==> config.mk <==
export PLATFORM = sky130hd
export DESIGN_NAME = turn_sequencer_flat
export DESIGN_NICKNAME = d
export VERILOG_FILES = /design/src/rtl/game_pkg.sv /design/src/rtl/turn_sequencer_if.sv /design/src/rtl/sec_tick_gen.sv /design/src/rtl/turn_sequencer.sv /design/src/flat_wrapper.sv
export SDC_FILE = /design/constraint.sdc
export NUM_CORES = 1
export LEC_CHECK = 0
export ABC_AREA = 1
export CAP_MARGIN = 0
export CORE_MARGIN = 1
export CORE_UTILIZATION = 25
export CTS_BUF_LIST = sky130_fd_sc_hd__clkbuf_8
export DETAILED_ROUTE_END_ITERATION = 7
export HOLD_SLACK_MARGIN = 0.06
export MAX_ROUTING_LAYER = met4
export PLACE_DENSITY_LB_ADDON = 0.05
export SLEW_MARGIN = 20
export SYNTH_ARGS = -nofsm -noshare
export SYNTH_HDL_FRONTEND = slang
export SYNTH_SLANG_ARGS = --single-unit
==> constraint.sdc <==
create_clock -name clk_in -period 1.7 [get_ports clk_in]
set_clock_uncertainty 0.15 [all_clocks]
set_input_delay 0.34 -clock clk_in [delete_from_list [all_inputs] [get_ports clk_in]]
set_output_delay 0.34 -clock clk_in [all_outputs]
set_load 0.01 [all_outputs]
==> src/rtl/game_pkg.sv <==
// Shared types and defaults for the two-player game controller.
//   turn_state_t : turn sequencer FSM states
//   player_t     : active player id (0 or 1)
//   secs_t       : remaining whole seconds of the current turn
//   CLK_HZ_DEF / TURN_SECONDS_DEF : default clock rate and turn length
package game_pkg;

    localparam int unsigned CLK_HZ_DEF       = 50_000_000;
    localparam int unsigned TURN_SECONDS_DEF = 10;
    localparam int unsigned SECS_W           = 4;

    typedef logic player_t;
    typedef logic [SECS_W-1:0] secs_t;

    typedef enum logic [2:0] {
        ST_IDLE,
        ST_RUN,
        ST_AUTO,
        ST_SWITCH,
        ST_HALT
    } turn_state_t;

endpackage

==> src/rtl/turn_sequencer_if.sv <==
// Bundle between the board/input logic (master) and the turn sequencer (slave).
//   start_in          : one-cycle pulse, begin a new game
//   move_valid_in     : one-cycle pulse, move accepted for player_out
//   game_over_in      : level, win/draw detected
//   player_out        : active player
//   turn_active_out   : high while the turn countdown runs
//   secs_left_out     : remaining whole seconds
//   auto_move_req_out : level, automatic move request, held until a move
//   turn_change_out   : one-cycle pulse when the active player changes
//   timeout_out       : one-cycle pulse when a turn expires
interface turn_sequencer_if;
    import game_pkg::*;

    logic    start_in;
    logic    move_valid_in;
    logic    game_over_in;
    player_t player_out;
    logic    turn_active_out;
    secs_t   secs_left_out;
    logic    auto_move_req_out;
    logic    turn_change_out;
    logic    timeout_out;

    modport master (
        output start_in, move_valid_in, game_over_in,
        input  player_out, turn_active_out, secs_left_out,
               auto_move_req_out, turn_change_out, timeout_out
    );

    modport slave (
        input  start_in, move_valid_in, game_over_in,
        output player_out, turn_active_out, secs_left_out,
               auto_move_req_out, turn_change_out, timeout_out
    );

endinterface

==> src/rtl/sec_tick_gen.sv <==
// One-second prescaler: counts 0..CLK_HZ-1 while enabled and flags the
// wrap cycle as a tick.
//   clk_in   : system clock
//   rst_in   : synchronous active-low reset
//   clr_in   : synchronous clear, wins over en_in
//   en_in    : count enable
//   tick_out : high in the wrap cycle (count == CLK_HZ-1 while enabled)
module sec_tick_gen #(
    parameter int unsigned CLK_HZ = game_pkg::CLK_HZ_DEF
) (
    input  logic clk_in,
    input  logic rst_in,
    input  logic clr_in,
    input  logic en_in,
    output logic tick_out
);

    localparam int unsigned      CNT_W   = $clog2(CLK_HZ);
    localparam logic [CNT_W-1:0] CNT_MAX = CNT_W'(CLK_HZ - 1);

    logic [CNT_W-1:0] cnt_q;
    logic [CNT_W-1:0] cnt_d;

    always_comb begin
        cnt_d = cnt_q;
        if (clr_in) begin
            cnt_d = '0;
        end else if (en_in) begin
            cnt_d = (cnt_q == CNT_MAX) ? '0 : cnt_q + CNT_W'(1);
        end
    end

    always_ff @(posedge clk_in) begin
        if (!rst_in) begin
            cnt_q <= '0;
        end else begin
            cnt_q <= cnt_d;
        end
    end

    assign tick_out = en_in && !clr_in && (cnt_q == CNT_MAX);

endmodule

==> src/rtl/turn_sequencer.sv <==
// Per-turn countdown and player alternation for the two-player game.
//   clk_in : system clock
//   rst_in : synchronous active-low reset
//   seq_if : turn_sequencer_if.slave (start/move/game-over in; player,
//            countdown, auto-move request and event pulses out)
// All outputs are registered from the next-state values.
module turn_sequencer
    import game_pkg::*;
#(
    parameter int unsigned CLK_HZ       = CLK_HZ_DEF,
    parameter int unsigned TURN_SECONDS = TURN_SECONDS_DEF
) (
    input logic             clk_in,
    input logic             rst_in,
    turn_sequencer_if.slave seq_if
);

    localparam secs_t SECS_FULL = secs_t'(TURN_SECONDS);

    turn_state_t state_q, state_d;
    player_t     player_q, player_d;
    secs_t       secs_q, secs_d;
    logic        active_q, active_d;
    logic        req_q, req_d;
    logic        tchg_q, tchg_d;
    logic        tout_q, tout_d;

    logic presc_clr;
    logic presc_en;
    logic tick;

    // Prescaler is held at zero outside RUN, so every turn starts on a
    // fresh second regardless of how the previous one ended.
    assign presc_clr = (state_q != ST_RUN);
    assign presc_en  = (state_q == ST_RUN);

    sec_tick_gen #(
        .CLK_HZ (CLK_HZ)
    ) u_sec_tick (
        .clk_in   (clk_in),
        .rst_in   (rst_in),
        .clr_in   (presc_clr),
        .en_in    (presc_en),
        .tick_out (tick)
    );

    // Player toggle and reload happen on the edge into SWITCH, so the SWITCH
    // cycle already shows the new player together with turn_change_out.
    always_comb begin
        state_d  = state_q;
        player_d = player_q;
        secs_d   = secs_q;
        tout_d   = 1'b0;
        case (state_q)
            ST_IDLE, ST_HALT: begin
                if (seq_if.start_in) begin
                    state_d  = ST_RUN;
                    player_d = '0;
                    secs_d   = SECS_FULL;
                end
            end
            ST_RUN: begin
                if (seq_if.game_over_in) begin
                    state_d = ST_HALT;
                end else if (seq_if.move_valid_in) begin
                    state_d  = ST_SWITCH;
                    player_d = ~player_q;
                    secs_d   = SECS_FULL;
                end else if (tick) begin
                    if (secs_q <= secs_t'(1)) begin
                        state_d = ST_AUTO;
                        secs_d  = '0;
                        tout_d  = 1'b1;
                    end else begin
                        secs_d = secs_q - secs_t'(1);
                    end
                end
            end
            ST_AUTO: begin
                if (seq_if.game_over_in) begin
                    state_d = ST_HALT;
                end else if (seq_if.move_valid_in) begin
                    state_d  = ST_SWITCH;
                    player_d = ~player_q;
                    secs_d   = SECS_FULL;
                end
            end
            ST_SWITCH: begin
                state_d = seq_if.game_over_in ? ST_HALT : ST_RUN;
            end
            default: begin
                state_d = ST_IDLE;
            end
        endcase

        active_d = (state_d == ST_RUN);
        req_d    = (state_d == ST_AUTO);
        tchg_d   = (state_d == ST_SWITCH);
    end

    always_ff @(posedge clk_in) begin
        if (!rst_in) begin
            state_q  <= ST_IDLE;
            player_q <= '0;
            secs_q   <= SECS_FULL;
            active_q <= 1'b0;
            req_q    <= 1'b0;
            tchg_q   <= 1'b0;
            tout_q   <= 1'b0;
        end else begin
            state_q  <= state_d;
            player_q <= player_d;
            secs_q   <= secs_d;
            active_q <= active_d;
            req_q    <= req_d;
            tchg_q   <= tchg_d;
            tout_q   <= tout_d;
        end
    end

    assign seq_if.player_out        = player_q;
    assign seq_if.turn_active_out   = active_q;
    assign seq_if.secs_left_out     = secs_q;
    assign seq_if.auto_move_req_out = req_q;
    assign seq_if.turn_change_out   = tchg_q;
    assign seq_if.timeout_out       = tout_q;

endmodule

==> src/flat_wrapper.sv <==
// flat-port wrapper written by rule: the top's interface ports become plain ports
module turn_sequencer_flat import game_pkg::*;
#(
    parameter int unsigned CLK_HZ       = CLK_HZ_DEF,
    parameter int unsigned TURN_SECONDS = TURN_SECONDS_DEF
)
  (clk_in, rst_in, seq_if_start_in, seq_if_move_valid_in, seq_if_game_over_in, seq_if_player_out, seq_if_turn_active_out, seq_if_secs_left_out, seq_if_auto_move_req_out, seq_if_turn_change_out, seq_if_timeout_out);
  turn_sequencer_if seq_if_i ();
  input logic clk_in;
  input logic rst_in;
  input wire logic [$bits(seq_if_i.start_in)-1:0] seq_if_start_in;
  input wire logic [$bits(seq_if_i.move_valid_in)-1:0] seq_if_move_valid_in;
  input wire logic [$bits(seq_if_i.game_over_in)-1:0] seq_if_game_over_in;
  output wire logic [$bits(seq_if_i.player_out)-1:0] seq_if_player_out;
  output wire logic [$bits(seq_if_i.turn_active_out)-1:0] seq_if_turn_active_out;
  output wire logic [$bits(seq_if_i.secs_left_out)-1:0] seq_if_secs_left_out;
  output wire logic [$bits(seq_if_i.auto_move_req_out)-1:0] seq_if_auto_move_req_out;
  output wire logic [$bits(seq_if_i.turn_change_out)-1:0] seq_if_turn_change_out;
  output wire logic [$bits(seq_if_i.timeout_out)-1:0] seq_if_timeout_out;
  assign seq_if_i.start_in = seq_if_start_in;
  assign seq_if_i.move_valid_in = seq_if_move_valid_in;
  assign seq_if_i.game_over_in = seq_if_game_over_in;
  assign seq_if_player_out = seq_if_i.player_out;
  assign seq_if_turn_active_out = seq_if_i.turn_active_out;
  assign seq_if_secs_left_out = seq_if_i.secs_left_out;
  assign seq_if_auto_move_req_out = seq_if_i.auto_move_req_out;
  assign seq_if_turn_change_out = seq_if_i.turn_change_out;
  assign seq_if_timeout_out = seq_if_i.timeout_out;
  turn_sequencer #(.CLK_HZ(CLK_HZ), .TURN_SECONDS(TURN_SECONDS)) u_core (.clk_in(clk_in), .rst_in(rst_in), .seq_if(seq_if_i));
endmodule
Word level (Yosys, flattened, before mapping)
Cells that the tools add are included.
{"block": "op_classes", "n_mux": 23, "bitwise": 4, "n_reduce_logical": 12, "addsub": 2, "eq_ne": 16, "magnitude_cmp": 1}
{"cell": "2-to-1 mux 4 bit", "n": 7}
{"cell": "adder 26 x 1 -> 26 bit (second input constant)", "n": 1}
{"cell": "== test 26 bit (second input constant)", "n": 1}
{"cell": "2-to-1 mux 26 bit", "n": 1}
{"cell": "2-to-1 mux 3 bit", "n": 8}
{"cell": "== test 3 x 2 -> 1 bit (second input constant)", "n": 4}
{"cell": "one-hot mux 3 bit (4 select lines)", "n": 1}
{"cell": "one-hot mux 4 bit (3 select lines)", "n": 1}
{"cell": "!= test 2 bit (second input constant)", "n": 5}
{"cell": "== test 3 x 1 -> 1 bit (second input constant)", "n": 2}
{"cell": "AND reduction 6 bit", "n": 1}
{"cell": "OR reduction 2 bit", "n": 3}
{"cell": "OR reduction 5 bit", "n": 1}
{"cell": "<= comparator 4 x 1 -> 1 bit (second input constant)", "n": 1}
{"cell": "2-to-1 mux 1 bit", "n": 4}
{"cell": "NOT 1 bit", "n": 4}
{"cell": "AND reduction 4 bit", "n": 1}
{"cell": "subtractor 4 x 1 -> 4 bit (second input constant)", "n": 1}
{"cell": "== test 3 bit (second input constant)", "n": 1}
{"cell": "logical NOT 3 bit", "n": 1}
{"cell": "!= test 3 x 1 -> 1 bit (second input constant)", "n": 1}
{"cell": "!= test 3 x 2 -> 1 bit (second input constant)", "n": 1}
{"cell": "nonzero test 3 bit", "n": 1}
{"cell": "logical AND 1 bit", "n": 2}
{"cell": "other kinds (4)", "n": 4}
{"block": "word_totals", "input_bits": 5, "regBits": 38, "out_inout_bits": 9}

Depth between registers and ports, before layout
Gate-level depths: netlist of the first run.
{"block": "logic_depth", "depth_word": 9, "ltp_mapped": 12, "mapped_depth_nobuf": 12}

Modules after synthesis
Synthesis of the first run repeated with hierarchy kept, for this count alone.
{"block": "unflattened", "hier_cells": 365, "hier_area_um2": 2257.2}
{"module": "sec_tick_gen", "seq_area_each_um2": 520.5, "cells_each": 261, "area_each_um2": 1550.2, "n_inst": 1}
{"module": "turn_sequencer", "seq_area_each_um2": 240.2, "cells_each": 104, "area_each_um2": 706.9, "n_inst": 1}

Least setup slack after synthesis of the first run
No wires, ideal clock.
{"block": "synth_path", "path_kind": "register -> register", "startpoint": "register u_core.secs_q[0] (netlist: u_core.seq_if.secs_left_out[0])", "endpoint": "register u_core.active_q (netlist: u_core.seq_if.turn_active_out)", "arrival_ns": 1.511, "stages_incl_launch_ff": 13, "slack_ns": -0.025, "t_required_ns": 1.485, "setup_ns": 0.065, "period_less_slack_ns": 1.725, "path_cell_list": "dfxtp_1 inv_1 ha_1 or2_2 nand2_1 nor2_1 nand4_1 nand2_1 nand2_1 nand2_1 nand2_1 nand2_1 nor2_1"}
{"block": "synth_via", "elab_chain_cells": 7}
{"item": "start, declared", "line": "turn_sequencer.sv:22", "source": "secs_t secs_q, secs_d;"}
{"item": "start signal, assigned", "line": "turn_sequencer.sv:113", "source": "secs_q <= secs_d;"}
{"item": "<= comparator 4 x 1 -> 1 bit", "line": "turn_sequencer.sv:70", "source": "if (secs_q <= secs_t'(1)) begin"}
{"item": "2-to-1 mux 3 bit", "line": "turn_sequencer.sv:70"}
{"item": "2-to-1 mux 3 bit", "line": "turn_sequencer.sv:69", "source": "end else if (tick) begin"}
{"item": "2-to-1 mux 3 bit", "line": "turn_sequencer.sv:65", "source": "end else if (seq_if.move_valid_in) begin"}
{"item": "2-to-1 mux 3 bit", "line": "turn_sequencer.sv:63", "source": "if (seq_if.game_over_in) begin"}
{"item": "one-hot mux 3 bit (4 select lines)", "line": "turn_sequencer.sv:54", "source": "case (state_q)"}
{"item": "== test 3 x 1 -> 1 bit", "line": "turn_sequencer.sv:96", "source": "active_d = (state_d == ST_RUN);"}
{"item": "end signal, assigned", "line": "turn_sequencer.sv:114", "source": "active_q <= active_d;"}
{"item": "end, declared", "line": "turn_sequencer.sv:23", "source": "logic active_q, active_d;"}
No other way between the ends.
A chain may end at the register's enable or synchronous reset.

Final worst setup path of the first run
{"block": "layout_path", "startpoint": "register u_core.u_sec_tick.cnt_q[16]", "endpoint": "register u_core.u_sec_tick.cnt_q[25]"}
{"block": "layout_via", "elab_chain_cells": 2, "elab_cells_between_ends": 3, "cone_classes": "add/sub: 1; eq/ne: 1; mux: 1"}
{"item": "start, declared", "line": "sec_tick_gen.sv:21", "source": "logic [CNT_W-1:0] cnt_q;"}
{"item": "start signal, assigned", "line": "sec_tick_gen.sv:37", "source": "cnt_q <= cnt_d;"}
{"item": "adder 26 x 1 -> 26 bit / == test 26 bit (equally long branches)", "line": "sec_tick_gen.sv:29", "source": "cnt_d = (cnt_q == CNT_MAX) ? '0 : cnt_q + CNT_W'(1);"}
{"item": "2-to-1 mux 26 bit *", "line": "sec_tick_gen.sv:29"}
Every way passes the cells marked *; elsewhere a longest branch is shown, timed or not.

==> results of run 1 <==
registers in the layout (all words and copies together) (netlist names):
| name | cells |
|---|---|
| u_core.seq_if.turn_change_out | 1 |
| u_core.seq_if.timeout_out | 1 |
| u_core.seq_if.auto_move_req_out | 1 |
| u_core.seq_if.secs_left_out | 4 |
| u_core.seq_if.turn_active_out | 1 |
| u_core.seq_if.player_out | 1 |
| u_core.u_sec_tick.cnt_q | 26 |
| u_core.state_q | 3 |
through the flow:
stage | util (%) | setup slack, ns | hold slack (ns) | std cells | cell area, µm²
finish | 40.6 | -0.00133 | 0.320 | 485 | 3190
global route | 40.6 | -0.0963 | 0.345 | 485 | 3190
CTS | 38.1 | -0.00695 | 0.322 | 481 | 2990
detailed placement | 35.4 | -0.184 | 0.308 | 472 | 2780
global placement | 35.4 | -0.178 | 0.309 | 472 | 2780
floorplan | - | 0.00532 | 0.268 | 295 | 2060
cells in the final DEF (no fill, tap or decap), types with 2 or more instances in the layout:
master | netlist | final
nor2_1 | 40 | 29
o21ai_0 | 9 | 7
nand4_1 | 9 | 9
nor3_1 | 10 | 6
nor3_2 | 2 | 6
inv_2 | 4 | 7
nand3_2 | 1 | 4
o21ai_1 | 2 | 3
nand2_2 | 5 | 12
dfxtp_2 | 0 | 10
inv_4 | 0 | 2
xor2_1 | 3 | 3
nand3_4 | 0 | 3
clkbuf_8 | 0 | 5
nor2_4 | 3 | 8
dlygate4sd2_1 | 0 | 4
nand3_1 | 20 | 14
dfxtp_1 | 38 | 28
a21oi_1 | 18 | 14
buf_4 | 1 | 66
a211oi_1 | 3 | 3
nand2_1 | 59 | 48
a21oi_2 | 0 | 4
inv_1 | 41 | 37
o21ai_2 | 2 | 2
nor3b_1 | 5 | 4
a31oi_1 | 2 | 2
nand2_4 | 0 | 3
o21a_1 | 3 | 3
clkdlybuf4s50_1 | 0 | 9
buf_6 | 1 | 3
nor2_2 | 1 | 7
repair_timing:
item / CTS / global route
resized for setup: 40 / 49
setup endpoints to repair: 35 / 27
pin swaps: 16 / 26
buffers inserted: 3 / 4
final timing paths:
check | to | slack (ns) | cells past startpoint | startpoint
min | u_core.seq_if.player_out | 0.32 | 2 | u_core.seq_if.player_out
min reg2reg | u_core.seq_if.player_out | 0.32 | 2 | u_core.seq_if.player_out
max reg2reg | u_core.u_sec_tick.cnt_q[25] | -0.001 | 8 | u_core.u_sec_tick.cnt_q[16]
max | u_core.u_sec_tick.cnt_q[25] | -0.001 | 8 | u_core.u_sec_tick.cnt_q[16]
per-layer routing:
layer | vias up | global-route usage, % | share of wire, %
met5 | - | - | 0
met4 | 0 | 5.00 | 1.1
met3 | 4 | 2.71 | 2.3
met2 | 19 | 22.3 | 42
met1 | 1002 | 21.9 | 54
li1 | 1139 | - | -
logic make-up (layout without fill, tap and decap cells):
kind of cell    count (synthesis)  in the layout  synth area share (%)
xor+xnor                        3              3                  1.28
compound gates                 43             43                  12.2
fa+ha+maj                       3              3                  1.82
simple gates                  161            161                  38.6
buf+inv                        47            135                  9.11
flops                          38             38                  36.9
layout make-up:
type                    instances  area, µm²
inverters                      45        179
multi-input cells             210       1360
clock inverters                 2       7.51
repair buffers                 83        669
flip-flops and latches         38        773
well taps                     102        128
clock buffers                   5       68.8
fillers                       856       4660
where the power goes:
part | internal (µW) | switching, µW | leakage [µW]
Clock | 271 | 327 | 0.0000466
Sequential | 910 | 13.4 | 0.000311
Combinational | 146 | 165 | 0.000972
Total | 1330 | 505 | 0.00133
tightest hold or removal path: stages (launching register included):
cell and delay, ns:
dfxtp_1 0.31, inv_1 0.06, a21oi_1 0.06
==> flow_metrics.env, run 1 <==
export IMPL_synthesis_nets=303
export IMPL_slowest_delay_ns=0.35
export IMPL_end_kind="register"
export IMPL_synth_top_cell_area_share_pct=36.9
export IMPL_cts_tree="yes"
export IMPL_maxCapViolCount=0
export IMPL_slew_violations=0
export IMPL_insertion_delay_ns=0.29
export IMPL_grt_max_degree=12
export IMPL_worstPathCellList="inv_1 > buf_4 > nor3_2 > nand3_1 > nor3_4 > nand4_1 > nand2_1 > a21oi_1"
export IMPL_vdd_ir_drop_max_v=0.000276
export IMPL_portBuffers=13
export IMPL_route_detailed_drc=0
export IMPL_area_delta_synth_final_pct=54.7
export IMPL_failed_checks="setup timing"
export IMPL_critPathTopFamily="simple AND/OR/NAND/NOR gates"
export IMPL_pwr_density_cell_nw_per_um2=575
export IMPL_arrival_ns=1.74
export IMPL_drive_gt1_share_pct=40.5
export IMPL_synth_cells=295
export IMPL_timing_fmax_mhz=588
export IMPL_yosysTopAreaCell="dfxtp_1"
export IMPL_cts_buffers=5
export IMPL_dpl_hpwl_um=4670
export IMPL_htreeDepth=2
export IMPL_antenna_cells=0
export IMPL_synthTopCellsByCount="nand2_1, inv_1, nor2_1"
export IMPL_grt_pass1_vias=2043
export IMPL_ys_seq_area_share_pct=36.9
export IMPL_hold_path_class="register to register"
export IMPL_worstMarginPinSlew_ns=0.340
export IMPL_finalCriticalPeriod_ns=1.70
export IMPL_power_uw=1830
export IMPL_p_leak_uw=0.00133
export IMPL_drtIter0Drc=65
export IMPL_avgViaCountPerCell=4.46
export IMPL_synth_edf_count=0
export IMPL_nNetsFinal=391
export IMPL_cts_hold_buffers=0
export IMPL_tns_ns=-0.00133
export IMPL_wl_per_cell_um=12.4
export IMPL_die_h_um=92.8
export IMPL_status="complete, but fails checks"
export IMPL_hold_viol=0
export IMPL_wl_um=6000
export IMPL_period_share_pct=100
export IMPL_ys_warnings_count=0
export IMPL_fp_dieArea_um2=8600
export IMPL_synth_area_leaders="dfxtp_1, nand2_1, inv_1"
export IMPL_fp_row_count=32
export IMPL_worstPathRequired_ns=1.74
export IMPL_coreArea_um2=7850
export IMPL_initial_core_util_pct=26.2
export IMPL_critPathSlowestCell="nor3_4"
export IMPL_grt_total_usage_pct=15.6
export IMPL_synth_main_ff_cell="dfxtp_1"
export IMPL_synthArstFlopShare_pct=0
export IMPL_gp_congestion=0.777
export IMPL_grt_overflow_total=0
export IMPL_drtAntennaViolNets=0
export IMPL_grt_setup_unrepaired="true"
export IMPL_clk_pin_slew_ns=0.08
export IMPL_critPathBufInv=2
export IMPL_syn_area_um2=2060
export IMPL_synth_avg_cell_area_um2=6.98
export IMPL_relSlewSlack_pct=77.1
export IMPL_start_kind="register"
export IMPL_ys_ff_latch=38
export IMPL_grt_pass1_wl_um=10100
export IMPL_ioPinCount=14
export IMPL_setup_viol=1
export IMPL_synthDistinctLibCells=35
export IMPL_path_max_fanout=6
export IMPL_worst_slack_ns=-0.00133
export IMPL_crit_type="register to register"
export IMPL_cts_buffer_depth=2
export IMPL_cts_root_buf="clkbuf_8"
export IMPL_first_pass_iters=4
export IMPL_cts_sinks=38
export IMPL_die_w_um=92.8
export IMPL_vias=2164
export IMPL_synth_most_common_cell="nand2_1"
export IMPL_antenna_found_initial=0
Power figures use the tool's default switching activity.
==> run 2: changes to the inputs <==
--- a/config.mk
+++ b/config.mk
@@ -6,14 +6,16 @@
 export NUM_CORES = 1
 export LEC_CHECK = 0
 export ABC_AREA = 1
+export ABC_CLOCK_PERIOD_IN_PS = 1700
 export CAP_MARGIN = 0
 export CORE_MARGIN = 1
-export CORE_UTILIZATION = 25
+export CORE_UTILIZATION = 55
 export CTS_BUF_LIST = sky130_fd_sc_hd__clkbuf_8
 export DETAILED_ROUTE_END_ITERATION = 7
 export HOLD_SLACK_MARGIN = 0.06
 export MAX_ROUTING_LAYER = met4
 export PLACE_DENSITY_LB_ADDON = 0.05
+export RECOVER_POWER = 25
 export SLEW_MARGIN = 20
 export SYNTH_ARGS = -nofsm -noshare
 export SYNTH_HDL_FRONTEND = slang
==> run 2 against run 1 <==
Net effect: the run still ends with setup timing left; flip-flop and latch count unchanged; combinational power shrank 12%; final cell count down 15%; first-iteration DRC count rose to 2.7 times the previous value; power grew 9.2%; global-route usage up 14 points; critical path depth rose by 4; clock-buffer cell count is 1 higher; largest power group unchanged.
==> flow_metrics.env, run 2 (synthesized netlist as in run 1, its figures left out) <==
export IMPL_nNetsFinal=376
export IMPL_relSlewSlack_pct=73.4
export IMPL_r2r_worst_path_cells=12
export IMPL_place_ws_ns=-0.138
export IMPL_htreeDepth=2
export IMPL_grt_setup_unrepaired="true"
export IMPL_p_leak_uw=0.00127
export IMPL_insertion_delay_ns=0.30
export IMPL_hold_path_depth=2
export IMPL_route_detailed_drc=0
export IMPL_dpl_cell_area_um2=2570
export IMPL_start_kind="register"
export IMPL_worstReg2RegStart="u_core.u_sec_tick.cnt_q[0]"
export IMPL_vdd_ir_drop_max_v=0.000675
export IMPL_timing_fmax_mhz=564
export IMPL_r2r_end="u_core.seq_if.turn_active_out"
export IMPL_cts_root_buf="clkbuf_8"
export IMPL_finalCriticalPeriod_ns=1.77
export IMPL_failed_checks="setup timing"
export IMPL_period_share_pct=104
export IMPL_worstPathRequired_ns=1.73
export IMPL_area_delta_synth_final_pct=45.0
export IMPL_setup_viol=7
export IMPL_wl_per_cell_um=15.0
export IMPL_coreArea_um2=3470
export IMPL_cts_buffer_depth=2
export IMPL_cts_buffers=5
export IMPL_end_kind="register"
export IMPL_regMostFlops="u_core.u_sec_tick.cnt_q"
export IMPL_crit_path_start="u_core.u_sec_tick.cnt_q[0]"
export IMPL_vias=2237
export IMPL_largest_reg_flops=26
export IMPL_antenna_cells=0
export IMPL_drtIter0Drc=173
export IMPL_antenna_found_initial=0
export IMPL_reg2reg_slack_ns=-0.07
export IMPL_avgViaCountPerCell=5.40
export IMPL_first_pass_iters=4
export IMPL_worst_slack_ns=-0.0721
export IMPL_worstMarginPinSlew_ns=0.399
export IMPL_comb_power_share_pct=13.7
export IMPL_fp_dieArea_um2=3990
export IMPL_cts_sinks=38
export IMPL_fillCellCount=225
export IMPL_p_seq_share_pct=46.3
export IMPL_cts_tree="yes"
export IMPL_mostFrequentLayoutCells="buf_4, nand2_1, inv_1"
export IMPL_hold_path_class="register to register"
export IMPL_clock_power_share_pct=40.0
export IMPL_final_area_um2=2990
export IMPL_final_common_cell="buf_4"
export IMPL_ioPinCount=14
export IMPL_grt_total_usage_pct=29.4
export IMPL_grt_max_degree=13
export IMPL_path_max_fanout=2
export IMPL_hold_viol=0
export IMPL_status="complete, but fails checks"
export IMPL_grt_pass1_vias=1991
export IMPL_drtAntennaViolNets=0
export IMPL_drive_gt1_share_pct=36.7
export IMPL_arrival_ns=1.80
export IMPL_cts_hold_buffers=0
export IMPL_clk_pin_slew_ns=0.08
export IMPL_maxCapViolCount=0
export IMPL_slew_violations=0
export IMPL_dpl_hpwl_um=3800
export IMPL_die_h_um=63.2
export IMPL_wl_um=6220
export IMPL_crit_type="register to register"
export IMPL_initial_core_util_pct=59.4
export IMPL_die_w_um=63.2
export IMPL_portBuffers=13
export IMPL_internal_power_uw=1500
export IMPL_swShare_pct=25.2
export IMPL_grt_overflow_total=0
export IMPL_grt_pass1_wl_um=8800
export IMPL_pwr_density_cell_nw_per_um2=670
export IMPL_p_switching_uw=505
export IMPL_gp_congestion=0.897
export IMPL_fp_row_count=21
export IMPL_crit_end="u_core.seq_if.turn_active_out"
==> run 2: cell types whose count changed in the layout (fill, tap and decap cells not counted), moves of 3 or more <==
cell     delta
buf_4      -14
o21ai_2     +3
dfxtp_2     -4
o21ai_1     -3
nor2_1      +3
==> run 2: layout make-up <==
type	count	area [µm²]	area share, %
clock buffer	6	82.6	2.76
sequential	38	776	26.0
inverter	45	176	5.91
multi-input combinational	210	1320	44.1
timing repair buffer	68	547	18.3
clock inverter	1	30.0	1.01
tap	46	57.6	1.93
==> run 2: worst min path at each step <==
stage | slack [ns] | to | startpoint
floorplan | 0.27 | u_core.u_sec_tick.cnt_q[0] | u_core.u_sec_tick.cnt_q[0]
global placement | 0.30 | u_core.seq_if.player_out | u_core.seq_if.player_out
detailed placement | 0.32 | u_core.seq_if.player_out | u_core.seq_if.player_out
CTS | 0.34 | u_core.seq_if.player_out | u_core.seq_if.player_out
global route | 0.39 | u_core.seq_if.player_out | u_core.seq_if.player_out
finish | 0.34 | u_core.seq_if.player_out | u_core.seq_if.player_out
==> run 2: what timing repair did <==
action | CTS | global route
gates resized for setup | 22 | 56
cloned | 0 | 0
buffers inserted | 4 | 6
pin swaps | 6 | 22
endpoints found under the setup margin | 31 | 31
==> run 2: metal layers <==
layer  part of all wire (%)  wire [µm]  vias to the layer above  track usage [%]
li1                       -          -                     1107                -
met1                     42       2640                     1029             39.1
met2                     50       3110                       81             45.6
met3                    5.2        325                       20             4.35
met4                    2.4        148                        0             9.38
met5                      0          0                        -                -
==> run 2: per-stage QoR <==
| step | hold WS, ns | TNS, ns | utilization (%) | total power [µW] | instances |
|---|---|---|---|---|---|
| 2_1_floorplan | 0.268 | 0 | - | 1060 | 295 |
| 3_3_place_gp | 0.303 | -1.29 | 74.0 | 1170 | 397 |
| 3_5_place_dp | 0.322 | -2.00 | 74.0 | 1170 | 397 |
| 4_1_cts | 0.337 | -0.0233 | 79.8 | 1950 | 408 |
| 5_1_grt | 0.391 | -1.53 | 86.1 | 2050 | 414 |
| 6_report | 0.337 | -0.163 | 86.1 | 2000 | 414 |
==> run 2: worst max-delay path, stage by stage (launching register included) <==
cell and delay (ns):
dfxtp_2 0.36, ha_4 0.15, nand3_4 0.10, inv_2 0.09, nand2_2 0.05, nor2_2 0.12, nand4_1 0.16, nand2_1 0.12
nand2_1 0.10, nand2_2 0.11, nand2_2 0.05, nand2_1 0.05, nor2_1 0.04
==> run 2: power by group through the flow <==
stage | logic, µW | registers, µW | clock network [µW]
floorplan | 117 | 948 | 0
global placement | 226 | 942 | 0
detailed placement | 230 | 942 | 0
CTS | 240 | 923 | 789
global route | 301 | 928 | 826
finish | 274 | 926 | 801
